--- src/rtl/vga_pkg.sv ---
// vga_pkg: shared constants and helpers for the VGA raster timing generator.
// Default constants describe 640x480@60 with a 25.175 MHz pixel clock.
package vga_pkg;

  // Width of raster counters and pixel coordinates
  localparam int COORD_W = 11;

  // Default horizontal timing in pixel clocks
  localparam int DEF_H_ACT   = 640;
  localparam int DEF_H_FRONT = 16;
  localparam int DEF_H_SYNC  = 96;
  localparam int DEF_H_BACK  = 48;

  // Default vertical timing in lines
  localparam int DEF_V_ACT   = 480;
  localparam int DEF_V_FRONT = 10;
  localparam int DEF_V_SYNC  = 2;
  localparam int DEF_V_BACK  = 33;

  // Control bits carried down the sync/active delay line
  typedef struct packed {
    logic hs;   // horizontal sync asserted
    logic vs;   // vertical sync asserted
    logic act;  // active video
  } vga_ctl_t;

  // Total clocks per line from its four region widths
  function automatic int h_total(input int act, input int fp, input int sy, input int bp);
    return act + fp + sy + bp;
  endfunction

  // Total lines per frame from its four region widths
  function automatic int v_total(input int act, input int fp, input int sy, input int bp);
    return act + fp + sy + bp;
  endfunction

endpackage

--- src/rtl/vga_timing_gen_if.sv ---
// vga_timing_gen_if: host-side signal bundle of the VGA timing generator.
// master = the timing generator, slave = the host colour pipeline / display.
interface vga_timing_gen_if #(
  parameter int COLOR_W   = 10,
  parameter int CELL_LOG2 = 4
);
  import vga_pkg::*;

  logic                           iEnable;
  logic [COLOR_W-1:0]             iRed;
  logic [COLOR_W-1:0]             iGreen;
  logic [COLOR_W-1:0]             iBlue;
  logic [COORD_W-1:0]             oCoord_X;
  logic [COORD_W-1:0]             oCoord_Y;
  logic                           oCoord_Valid;
  logic                           oLine_Start;
  logic                           oFrame_Start;
  logic                           oVblank_Start;
  logic [COORD_W-CELL_LOG2-1:0]   oCell_X;
  logic [COORD_W-CELL_LOG2-1:0]   oCell_Y;
  logic [CELL_LOG2-1:0]           oCell_Off_X;
  logic [CELL_LOG2-1:0]           oCell_Off_Y;
  logic [COLOR_W-1:0]             oVGA_R;
  logic [COLOR_W-1:0]             oVGA_G;
  logic [COLOR_W-1:0]             oVGA_B;
  logic                           oVGA_H_SYNC;
  logic                           oVGA_V_SYNC;
  logic                           oVGA_BLANK;
  logic                           oVGA_SYNC;
  logic                           oVGA_CLOCK;

  modport master (
    input  iEnable, iRed, iGreen, iBlue,
    output oCoord_X, oCoord_Y, oCoord_Valid, oLine_Start, oFrame_Start, oVblank_Start,
           oCell_X, oCell_Y, oCell_Off_X, oCell_Off_Y,
           oVGA_R, oVGA_G, oVGA_B, oVGA_H_SYNC, oVGA_V_SYNC, oVGA_BLANK, oVGA_SYNC, oVGA_CLOCK
  );

  modport slave (
    output iEnable, iRed, iGreen, iBlue,
    input  oCoord_X, oCoord_Y, oCoord_Valid, oLine_Start, oFrame_Start, oVblank_Start,
           oCell_X, oCell_Y, oCell_Off_X, oCell_Off_Y,
           oVGA_R, oVGA_G, oVGA_B, oVGA_H_SYNC, oVGA_V_SYNC, oVGA_BLANK, oVGA_SYNC, oVGA_CLOCK
  );

endinterface

--- src/rtl/vga_delay_line.sv ---
// vga_delay_line: parametrised shift register (DEPTH stages of W bits) with a
// reset value. DEPTH = 0 degenerates to a wire.
module vga_delay_line #(
  parameter int             DEPTH   = 2,
  parameter int             W       = 3,
  parameter logic [W-1:0]   RST_VAL = '0
) (
  input  logic         iCLK,
  input  logic         iRST_N,
  input  logic [W-1:0] i_d,
  output logic [W-1:0] o_q
);

  generate
    if (DEPTH == 0) begin : g_pass
      assign o_q = i_d;
    end else begin : g_shift
      logic [W-1:0] r_sr [DEPTH];

      // shift the control word one stage per clock
      always_ff @(posedge iCLK or negedge iRST_N) begin
        if (!iRST_N) begin
          for (int i = 0; i < DEPTH; i++) r_sr[i] <= RST_VAL;
        end else begin
          r_sr[0] <= i_d;
          for (int i = 1; i < DEPTH; i++) r_sr[i] <= r_sr[i-1];
        end
      end

      assign o_q = r_sr[DEPTH-1];
    end
  endgenerate

endmodule

--- src/rtl/vga_timing_gen.sv ---
// vga_timing_gen: parametrised VGA raster timing generator with a sync/blank
// delay line matching a host colour pipeline of PIPE_LAT clocks.
// Optional feature macro VGA_CELL_COORD_EN: registered grid-cell outputs;
// when undefined the cell ports are tied to 0.
module vga_timing_gen
  import vga_pkg::*;
#(
  parameter int H_ACT     = DEF_H_ACT,
  parameter int H_FRONT   = DEF_H_FRONT,
  parameter int H_SYNC    = DEF_H_SYNC,
  parameter int H_BACK    = DEF_H_BACK,
  parameter int V_ACT     = DEF_V_ACT,
  parameter int V_FRONT   = DEF_V_FRONT,
  parameter int V_SYNC    = DEF_V_SYNC,
  parameter int V_BACK    = DEF_V_BACK,
  parameter bit SYNC_POL  = 1'b0,
  parameter int COLOR_W   = 10,
  parameter int PIPE_LAT  = 2,
  parameter int CELL_LOG2 = 4
) (
  input  logic               iCLK,
  input  logic               iRST_N,
  vga_timing_gen_if.master   bus
);

  localparam int H_TOTAL = h_total(H_ACT, H_FRONT, H_SYNC, H_BACK);
  localparam int V_TOTAL = v_total(V_ACT, V_FRONT, V_SYNC, V_BACK);

  localparam logic [COORD_W-1:0] L_ONE    = COORD_W'(1);
  localparam logic [COORD_W-1:0] L_H_LAST = COORD_W'(H_TOTAL - 1);
  localparam logic [COORD_W-1:0] L_V_LAST = COORD_W'(V_TOTAL - 1);
  localparam logic [COORD_W-1:0] L_H_ACT  = COORD_W'(H_ACT);
  localparam logic [COORD_W-1:0] L_V_ACT  = COORD_W'(V_ACT);
  localparam logic [COORD_W-1:0] L_HS_BEG = COORD_W'(H_ACT + H_FRONT);
  localparam logic [COORD_W-1:0] L_HS_END = COORD_W'(H_ACT + H_FRONT + H_SYNC);
  localparam logic [COORD_W-1:0] L_VS_BEG = COORD_W'(V_ACT + V_FRONT);
  localparam logic [COORD_W-1:0] L_VS_END = COORD_W'(V_ACT + V_FRONT + V_SYNC);

  generate
    if (PIPE_LAT < 0 || PIPE_LAT > 7) begin : g_bad_pipe_lat
      $error("vga_timing_gen: PIPE_LAT must be in 0..7");
    end
  endgenerate

  logic [COORD_W-1:0] r_h, r_v;
  logic [COORD_W-1:0] r_x, r_y;
  logic               r_valid, r_line, r_frame, r_vblank, r_hs0, r_vs0;
  logic [COLOR_W-1:0] r_red, r_grn, r_blu;
  logic               r_hsync, r_vsync, r_blank;

  logic     w_en, w_act, w_hs, w_vs, w_h0;
  vga_ctl_t w_dl_in, w_dl_out;

  assign w_en  = bus.iEnable;
  assign w_h0  = (r_h == '0);
  assign w_act = w_en && (r_h < L_H_ACT) && (r_v < L_V_ACT);
  assign w_hs  = w_en && (r_h >= L_HS_BEG) && (r_h < L_HS_END);
  assign w_vs  = w_en && (r_v >= L_VS_BEG) && (r_v < L_VS_END);

  // raster counters: h wraps into v; held at (0,0) while disabled
  always_ff @(posedge iCLK or negedge iRST_N) begin
    if (!iRST_N) begin
      r_h <= '0;
      r_v <= '0;
    end else if (!w_en) begin
      r_h <= '0;
      r_v <= '0;
    end else if (r_h == L_H_LAST) begin
      r_h <= '0;
      r_v <= (r_v == L_V_LAST) ? '0 : r_v + L_ONE;
    end else begin
      r_h <= r_h + L_ONE;
    end
  end

  // stage 0: coordinates (held outside active video), strobes and control bits
  always_ff @(posedge iCLK or negedge iRST_N) begin
    if (!iRST_N) begin
      r_x      <= '0;
      r_y      <= '0;
      r_valid  <= 1'b0;
      r_line   <= 1'b0;
      r_frame  <= 1'b0;
      r_vblank <= 1'b0;
      r_hs0    <= 1'b0;
      r_vs0    <= 1'b0;
    end else begin
      if (w_act) begin
        r_x <= r_h;
        r_y <= r_v;
      end
      r_valid  <= w_act;
      r_line   <= w_en && w_h0 && (r_v < L_V_ACT);
      r_frame  <= w_en && w_h0 && (r_v == '0);
      r_vblank <= w_en && w_h0 && (r_v == L_V_ACT);
      r_hs0    <= w_hs;
      r_vs0    <= w_vs;
    end
  end

`ifdef VGA_CELL_COORD_EN
  logic [COORD_W-CELL_LOG2-1:0] r_cell_x, r_cell_y;
  logic [CELL_LOG2-1:0]         r_off_x, r_off_y;

  // cell index/offset registered alongside the coordinates they derive from
  always_ff @(posedge iCLK or negedge iRST_N) begin
    if (!iRST_N) begin
      r_cell_x <= '0;
      r_cell_y <= '0;
      r_off_x  <= '0;
      r_off_y  <= '0;
    end else if (w_act) begin
      r_cell_x <= r_h[COORD_W-1:CELL_LOG2];
      r_cell_y <= r_v[COORD_W-1:CELL_LOG2];
      r_off_x  <= r_h[CELL_LOG2-1:0];
      r_off_y  <= r_v[CELL_LOG2-1:0];
    end else begin
      r_cell_x <= r_cell_x;
      r_cell_y <= r_cell_y;
      r_off_x  <= r_off_x;
      r_off_y  <= r_off_y;
    end
  end

  assign bus.oCell_X     = r_cell_x;
  assign bus.oCell_Y     = r_cell_y;
  assign bus.oCell_Off_X = r_off_x;
  assign bus.oCell_Off_Y = r_off_y;
`else
  assign bus.oCell_X     = '0;
  assign bus.oCell_Y     = '0;
  assign bus.oCell_Off_X = '0;
  assign bus.oCell_Off_Y = '0;
`endif

  assign w_dl_in = '{hs: r_hs0, vs: r_vs0, act: r_valid};

  vga_delay_line #(
    .DEPTH   (PIPE_LAT),
    .W       (3),
    .RST_VAL (3'b000)
  ) u_dly (
    .iCLK   (iCLK),
    .iRST_N (iRST_N),
    .i_d    (w_dl_in),
    .o_q    (w_dl_out)
  );

  // output register; iEnable low blanks at once so the pipe tail never shows
  always_ff @(posedge iCLK or negedge iRST_N) begin
    if (!iRST_N) begin
      r_red   <= '0;
      r_grn   <= '0;
      r_blu   <= '0;
      r_hsync <= ~SYNC_POL;
      r_vsync <= ~SYNC_POL;
      r_blank <= 1'b0;
    end else begin
      r_red   <= (w_dl_out.act && w_en) ? bus.iRed   : '0;
      r_grn   <= (w_dl_out.act && w_en) ? bus.iGreen : '0;
      r_blu   <= (w_dl_out.act && w_en) ? bus.iBlue  : '0;
      r_hsync <= (w_dl_out.hs  && w_en) ? SYNC_POL : ~SYNC_POL;
      r_vsync <= (w_dl_out.vs  && w_en) ? SYNC_POL : ~SYNC_POL;
      r_blank <= w_dl_out.act && w_en;
    end
  end

  assign bus.oCoord_X      = r_x;
  assign bus.oCoord_Y      = r_y;
  assign bus.oCoord_Valid  = r_valid;
  assign bus.oLine_Start   = r_line;
  assign bus.oFrame_Start  = r_frame;
  assign bus.oVblank_Start = r_vblank;
  assign bus.oVGA_R        = r_red;
  assign bus.oVGA_G        = r_grn;
  assign bus.oVGA_B        = r_blu;
  assign bus.oVGA_H_SYNC   = r_hsync;
  assign bus.oVGA_V_SYNC   = r_vsync;
  assign bus.oVGA_BLANK    = r_blank;
  assign bus.oVGA_SYNC     = 1'b0;
  assign bus.oVGA_CLOCK    = iCLK;

endmodule

--- src/flat_wrapper.sv ---
// flat-port wrapper written by rule: the top's interface ports become plain ports
module vga_timing_gen_flat import vga_pkg::*;
#(
  parameter int H_ACT     = DEF_H_ACT,
  parameter int H_FRONT   = DEF_H_FRONT,
  parameter int H_SYNC    = DEF_H_SYNC,
  parameter int H_BACK    = DEF_H_BACK,
  parameter int V_ACT     = DEF_V_ACT,
  parameter int V_FRONT   = DEF_V_FRONT,
  parameter int V_SYNC    = DEF_V_SYNC,
  parameter int V_BACK    = DEF_V_BACK,
  parameter bit SYNC_POL  = 1'b0,
  parameter int COLOR_W   = 10,
  parameter int PIPE_LAT  = 2,
  parameter int CELL_LOG2 = 4
)
  (iCLK, iRST_N, bus_iEnable, bus_iRed, bus_iGreen, bus_iBlue, bus_oCoord_X, bus_oCoord_Y, bus_oCoord_Valid, bus_oLine_Start, bus_oFrame_Start, bus_oVblank_Start, bus_oCell_X, bus_oCell_Y, bus_oCell_Off_X, bus_oCell_Off_Y, bus_oVGA_R, bus_oVGA_G, bus_oVGA_B, bus_oVGA_H_SYNC, bus_oVGA_V_SYNC, bus_oVGA_BLANK, bus_oVGA_SYNC, bus_oVGA_CLOCK);
  vga_timing_gen_if #(.COLOR_W(COLOR_W), .CELL_LOG2(CELL_LOG2)) bus_i ();
  input  logic iCLK;
  input  logic iRST_N;
  input wire logic [$bits(bus_i.iEnable)-1:0] bus_iEnable;
  input wire logic [$bits(bus_i.iRed)-1:0] bus_iRed;
  input wire logic [$bits(bus_i.iGreen)-1:0] bus_iGreen;
  input wire logic [$bits(bus_i.iBlue)-1:0] bus_iBlue;
  output wire logic [$bits(bus_i.oCoord_X)-1:0] bus_oCoord_X;
  output wire logic [$bits(bus_i.oCoord_Y)-1:0] bus_oCoord_Y;
  output wire logic [$bits(bus_i.oCoord_Valid)-1:0] bus_oCoord_Valid;
  output wire logic [$bits(bus_i.oLine_Start)-1:0] bus_oLine_Start;
  output wire logic [$bits(bus_i.oFrame_Start)-1:0] bus_oFrame_Start;
  output wire logic [$bits(bus_i.oVblank_Start)-1:0] bus_oVblank_Start;
  output wire logic [$bits(bus_i.oCell_X)-1:0] bus_oCell_X;
  output wire logic [$bits(bus_i.oCell_Y)-1:0] bus_oCell_Y;
  output wire logic [$bits(bus_i.oCell_Off_X)-1:0] bus_oCell_Off_X;
  output wire logic [$bits(bus_i.oCell_Off_Y)-1:0] bus_oCell_Off_Y;
  output wire logic [$bits(bus_i.oVGA_R)-1:0] bus_oVGA_R;
  output wire logic [$bits(bus_i.oVGA_G)-1:0] bus_oVGA_G;
  output wire logic [$bits(bus_i.oVGA_B)-1:0] bus_oVGA_B;
  output wire logic [$bits(bus_i.oVGA_H_SYNC)-1:0] bus_oVGA_H_SYNC;
  output wire logic [$bits(bus_i.oVGA_V_SYNC)-1:0] bus_oVGA_V_SYNC;
  output wire logic [$bits(bus_i.oVGA_BLANK)-1:0] bus_oVGA_BLANK;
  output wire logic [$bits(bus_i.oVGA_SYNC)-1:0] bus_oVGA_SYNC;
  output wire logic [$bits(bus_i.oVGA_CLOCK)-1:0] bus_oVGA_CLOCK;
  assign bus_i.iEnable = bus_iEnable;
  assign bus_i.iRed = bus_iRed;
  assign bus_i.iGreen = bus_iGreen;
  assign bus_i.iBlue = bus_iBlue;
  assign bus_oCoord_X = bus_i.oCoord_X;
  assign bus_oCoord_Y = bus_i.oCoord_Y;
  assign bus_oCoord_Valid = bus_i.oCoord_Valid;
  assign bus_oLine_Start = bus_i.oLine_Start;
  assign bus_oFrame_Start = bus_i.oFrame_Start;
  assign bus_oVblank_Start = bus_i.oVblank_Start;
  assign bus_oCell_X = bus_i.oCell_X;
  assign bus_oCell_Y = bus_i.oCell_Y;
  assign bus_oCell_Off_X = bus_i.oCell_Off_X;
  assign bus_oCell_Off_Y = bus_i.oCell_Off_Y;
  assign bus_oVGA_R = bus_i.oVGA_R;
  assign bus_oVGA_G = bus_i.oVGA_G;
  assign bus_oVGA_B = bus_i.oVGA_B;
  assign bus_oVGA_H_SYNC = bus_i.oVGA_H_SYNC;
  assign bus_oVGA_V_SYNC = bus_i.oVGA_V_SYNC;
  assign bus_oVGA_BLANK = bus_i.oVGA_BLANK;
  assign bus_oVGA_SYNC = bus_i.oVGA_SYNC;
  assign bus_oVGA_CLOCK = bus_i.oVGA_CLOCK;
  vga_timing_gen #(.H_ACT(H_ACT), .H_FRONT(H_FRONT), .H_SYNC(H_SYNC), .H_BACK(H_BACK), .V_ACT(V_ACT), .V_FRONT(V_FRONT), .V_SYNC(V_SYNC), .V_BACK(V_BACK), .SYNC_POL(SYNC_POL), .COLOR_W(COLOR_W), .PIPE_LAT(PIPE_LAT), .CELL_LOG2(CELL_LOG2)) u_core (.iCLK(iCLK), .iRST_N(iRST_N), .bus(bus_i));
endmodule
--- config.mk ---
export PLATFORM = sky130hd
export DESIGN_NAME = vga_timing_gen_flat
export DESIGN_NICKNAME = d
export VERILOG_FILES = /design/src/rtl/vga_pkg.sv /design/src/rtl/vga_timing_gen_if.sv /design/src/rtl/vga_delay_line.sv /design/src/rtl/vga_timing_gen.sv /design/src/flat_wrapper.sv
export SDC_FILE = /design/constraint.sdc
export NUM_CORES = 1
export LEC_CHECK = 0
export CAP_MARGIN = 20
export CELL_PAD_IN_SITES_DETAIL_PLACEMENT = 1
export CELL_PAD_IN_SITES_GLOBAL_PLACEMENT = 1
export CORE_ASPECT_RATIO = 1.5
export CORE_MARGIN = 5
export CORE_UTILIZATION = 36
export DETAILED_ROUTE_END_ITERATION = 12
export GPL_ROUTABILITY_DRIVEN = 0
export PLACE_DENSITY_LB_ADDON = 0.15
export SYNTH_ARGS = -nofsm -noshare
export SYNTH_HDL_FRONTEND = slang
export SYNTH_HIERARCHICAL = 1
export SYNTH_SLANG_ARGS = --single-unit
--- constraint.sdc ---
create_clock -name iCLK -period 2.2 [get_ports iCLK]
set_input_delay 0.33 -clock iCLK [delete_from_list [all_inputs] [get_ports iCLK]]
set_output_delay 0.33 -clock iCLK [all_outputs]
set_load 0.01 [all_outputs]
Word-level counts from Yosys, hierarchy flattened
Index checks and enable logic that the tools add are counted.
- flip-flop bits (word level): 89
- bits in latches: 0
- RAM bits: 0
- ROM bits: 0
- input port bits: 33
- output and inout port bits: 83
- logic and storage cells: 55
- memories kept: 0
- add/sub/neg operators: 2
- multiply operators: 0
- divide/modulo/power cells: 0
- $lt $le $gt $ge: 6
- equal/unequal tests: 4
- shift-type cells: 0
- multiplexer cells: 10
- bitwise operators: 0
- reduce and logical (&&, ||, !) cells: 15
- operator list (operator ; number):
    two-way mux 11 bit ; 5
    two-way mux 10 bit ; 3
    adder 11 x 1 -> 11 bit, second input constant ; 2
    == test 11 x 10 -> 1 bit, second input constant ; 2
    zero test 11 bit ; 2
    less-than comparator 11 x 10 -> 1 bit, second input constant ; 2
    less-than comparator 11 x 9 -> 1 bit, second input constant ; 2
    logical AND 1 bit ; 13
    == test 11 x 9 -> 1 bit, second input constant ; 1
    >= comparator 11 x 10 -> 1 bit, second input constant ; 1
    >= comparator 11 x 9 -> 1 bit, second input constant ; 1
    two-way mux 1 bit ; 2
    != test 2 x 1 -> 1 bit, second input constant ; 1

Logic depth before layout (Yosys ltp)
- word-level depth: 4
- depth in mapped cells: 6
- depth with buffers taken out: 6

Modules after synthesis
The synthesis kept the hierarchy.
- by module, submodules not included (module ; instances ; cells an instance ; area each (µm²) ; seq. area each (µm²)):
    vga_timing_gen ; 1 ; 308 ; 3580.9 ; 2079.5
    vga_delay_line ; 1 ; 9 ; 172.7 ; 150.1

==> metrics.md <==
| Metric | Value |
|---|---|
| Run status | finished clean |
| CP Capture Type | output port |
| Mapped cell area | 3754 um2 |
| WHS | 0.3475 ns |
| Vias per cell | 4.844 |
| Final Hold Vio Count | 0 |
| Post-synth top area cell | dfrtp_1 |
| Via count | 2732 |
| Setup CP Type | clock port to output port |
| Crit path DAT | 1.81 ns |
| Sequential power share | 43.1% |
| Async S/R FF share, synth | 100.0% |
| Final nets | 456 |
| Crit-path leading delay family | buffers and inverters |
| Max_slew headroom | 47.30% |
| Cell count after synthesis | 317 |
| Die area | 12610 um2 |
| ANT nets after route | 0 |
| Total Wirelength | 9796 um |
| Share of the synthesized area in the top cell type | 58.00% |
| Antenna violations before repair | 0 |
| Register area | 2230 um2 |
| # IOs | 116 |
| Core Footprint | 10190 um2 |
| Die Y | 135.1 um |
| Post-detail-place hpwl | 7134 um |
| LEAKAGE | 0.002443 uW |
| Hold WC Path Type | register to register |
| Pin count of the biggest net entering global routing | 40 |
| Cell mode on critical path | clkbuf_16 |
| CP Max Fanout | 2 |
| Total global-route track usage | 16.62% |
| WL/cell | 17.37 um |
| P_sw | 854.8 uW |
| Setup bufs post-CTS | 0 |
| Netlist cell types | 46 |
| CP Launch Type | clock port |
| Synth Flop Type | dfrtp_1 |
| Layout Skew | 0.007120 ns |
| Remaining DRCs | 0 |
| Share of cells above drive strength 1 | 14.66% |
| Switching part of the total | 21.31% |
| Synth Register Bits | 89 |
| Avg Inst Size Synth | 11.84 um2 |
| Area of placed instances | 4796 um2 |
| Total grt overflow | 0 |
| Starting Density | 36.83% |
| Post-cts gate resize count | 0 |
| Vias in the first global route | 2988 |
| Rows | 45 |
| Pins Over Slew Limit | 0 |
| Worst Tran Pin Value | 0.7905 ns |
| Synth warnings | 6 |
| TritonRoute pass-1 iters | 6 |
| MaxCap Viol Count | 0 |
| Slowest stage delay, CP | 0.47 ns |
| Clock share of power | 48.7% |
| Multi-input gate area | 1296 um2 |
| Clk_lat worst skew | 0.45 ns |
| RSZ-0062 raised after global routing | no |
| Finish-stage setup viols | 0 |
| Worst path bufs/invs | 3 |
| Synthesis-to-layout area growth | 38.63% |
| Most area-consuming cells after synthesis | dfrtp_1 58%, buf_4 5.4%, mux2_2 5.4% |
| Fin area | 5204 um2 |
| Drt first-iter violations | 135 |
| Commonest cells in the synthesized netlist | 87 x dfrtp_1, 31 x and3_1, 27 x buf_4, 18 x mux2_2, 17 x nor2_1 |
| Worst path required time | 1.87 ns |
| Hold_buf cts | 1 |
| Worst vdd ir | 0.4725 mV |
| IO Port Bufs | 92 |
| Clock slew at reported path FFs | 0.06 ns |
| Seq/Total Area, Yosys | 59.40% |
| Die width | 93.38 um |
| Global-route wire length before repair | 15860 um |
| Final worst setup slack | 0.05596 ns |
| Setup TNS | 0 ns |
| CP max-delay cell | clkdlybuf4s50_1 |
| Crit-path cells | clkbuf_16 -> clkbuf_16 -> clkdlybuf4s50_1 |
| Internal | 3156 uW |
| Pre-CTS setup slack | 0.2103 ns |
| Filler cells | 1095 |
| CTS tree | yes |
| Combinational power share | 8.2% |
| Count leader, synth | dfrtp_1 |
| Number of flops mapped to enable cells by yosys | 0 |
| P per Cell Area | 770.7 nW/um2 |
| Diodes inserted | 0 |
## worst paths after layout
kind | startpoint | endpoint | slack [ns] | cells after the start
worst max-delay path | iCLK | bus_oVGA_CLOCK | 0.06 | 3
worst min-delay path | u_core/r_hs0$_DFF_PN0_ | u_core/u_dly/g_shift.r_sr[5]$_DFF_PN0_ | 0.35 | 0
worst max register to register | u_core/r_h[6]$_DFF_PN0_ | u_core/r_v[3]$_DFFE_PN0P_ | 0.19 | 5
worst min register to register | u_core/r_hs0$_DFF_PN0_ | u_core/u_dly/g_shift.r_sr[5]$_DFF_PN0_ | 0.35 | 0
max in group asynchronous | iRST_N | u_core/bus.oVGA_V_SYNC$_DFF_PN1_ | 1.14 | 3
min in group asynchronous | iRST_N | u_core/bus.oVGA_B[0]$_DFF_PN0_ | 0.38 | 2
## worst register-to-register path, cell delays in order (launching register included)
cell	delay (ns)
dfrtp_1	0.47
or4b_4	0.54
nor4_4	0.27
buf_4	0.21
nand2_2	0.11
o31ai_1	0.30
## sequential cells by signal, indices dropped and copies added (netlist names)
signal	count
u_core/bus.oCoord_X	11
u_core/bus.oCoord_Y	11
u_core/r_h	11
u_core/r_v	11
u_core/bus.oVGA_B	10
u_core/bus.oVGA_G	10
u_core/bus.oVGA_R	10
u_core/u_dly/g_shift.r_sr	3
u_core/u_dly/o_q	3
u_core/bus.oCoord_Valid	1
u_core/bus.oFrame_Start	1
u_core/bus.oLine_Start	1
u_core/bus.oVGA_BLANK	1
u_core/bus.oVGA_H_SYNC	1
u_core/bus.oVGA_V_SYNC	1
u_core/bus.oVblank_Start	1
u_core/r_hs0	1
u_core/r_vs0	1
## cell families (layout without fill, tap and decap cells)
kind of cell               Yosys count  count (layout)  synth area share [%]
DFF                                 89              89                 59.40
xor gates and xnor gates             8               8                 1.867
adders and majority gates            5               5                 1.667
muxes                               18              18                 5.400
other                                1              23               0.09990
buffers and inverters               52             136                 8.266
and+or+nand+nor                    112             112                 17.13
AOI/OAI and AO/OA                   32              32                 6.167
## through the flow
stage,utilization (%),power (uW),cells
after floorplan,-,1940,339
after global placement,47.06,2131,544
after detailed placement,47.06,2142,544
after CTS,51.06,4084,564
after global routing,51.06,4188,564
final,51.06,4010,564
## power groups by stage
stage | clock (uW) | sequential [uW] | combinational, uW
5_1_grt | 2090 | 1740 | 361
4_1_cts | 2020 | 1730 | 338
3_3_place_gp | 46.2 | 1760 | 328
3_5_place_dp | 46.2 | 1760 | 335
2_1_floorplan | 37.5 | 1760 | 143
6_report | 1950 | 1730 | 328
## cells in the final DEF, fill, tap and decap left out, drive strengths merged, types with 5 or more instances in the layout
| cell | count |
|---|---|
| clkdlybuf4s50 | 91 |
| dfrtp | 87 |
| and3 | 31 |
| conb | 23 |
| mux2 | 18 |
| nor2 | 17 |
| buf | 17 |
| clkbuf | 15 |
| nand2 | 14 |
| nand4 | 9 |
| nor3 | 9 |
| inv | 8 |
| nand3 | 7 |
| o211ai | 7 |
| and2 | 6 |
| a31oi | 6 |
| xor2 | 5 |
| or3 | 5 |
| ha | 5 |
## layer usage
layer	global-route usage (%)	wire (um)
met5	0	0
met4	9.943	260
met3	3.679	471
met2	29.29	5397
met1	17.89	3666
## layout make-up
class | count | share of cell area [%]
Multi-Input combinational cell | 198 | 24.91
Tap cell | 141 | 3.390
Timing Repair Buffer | 108 | 20.44
Clock buffer | 16 | 6.372
Inverter | 8 | 0.5771
Clock inverter | 4 | 1.467
Sequential cell | 89 | 42.85
No activity file was read; power rests on OpenSTA's default activity.
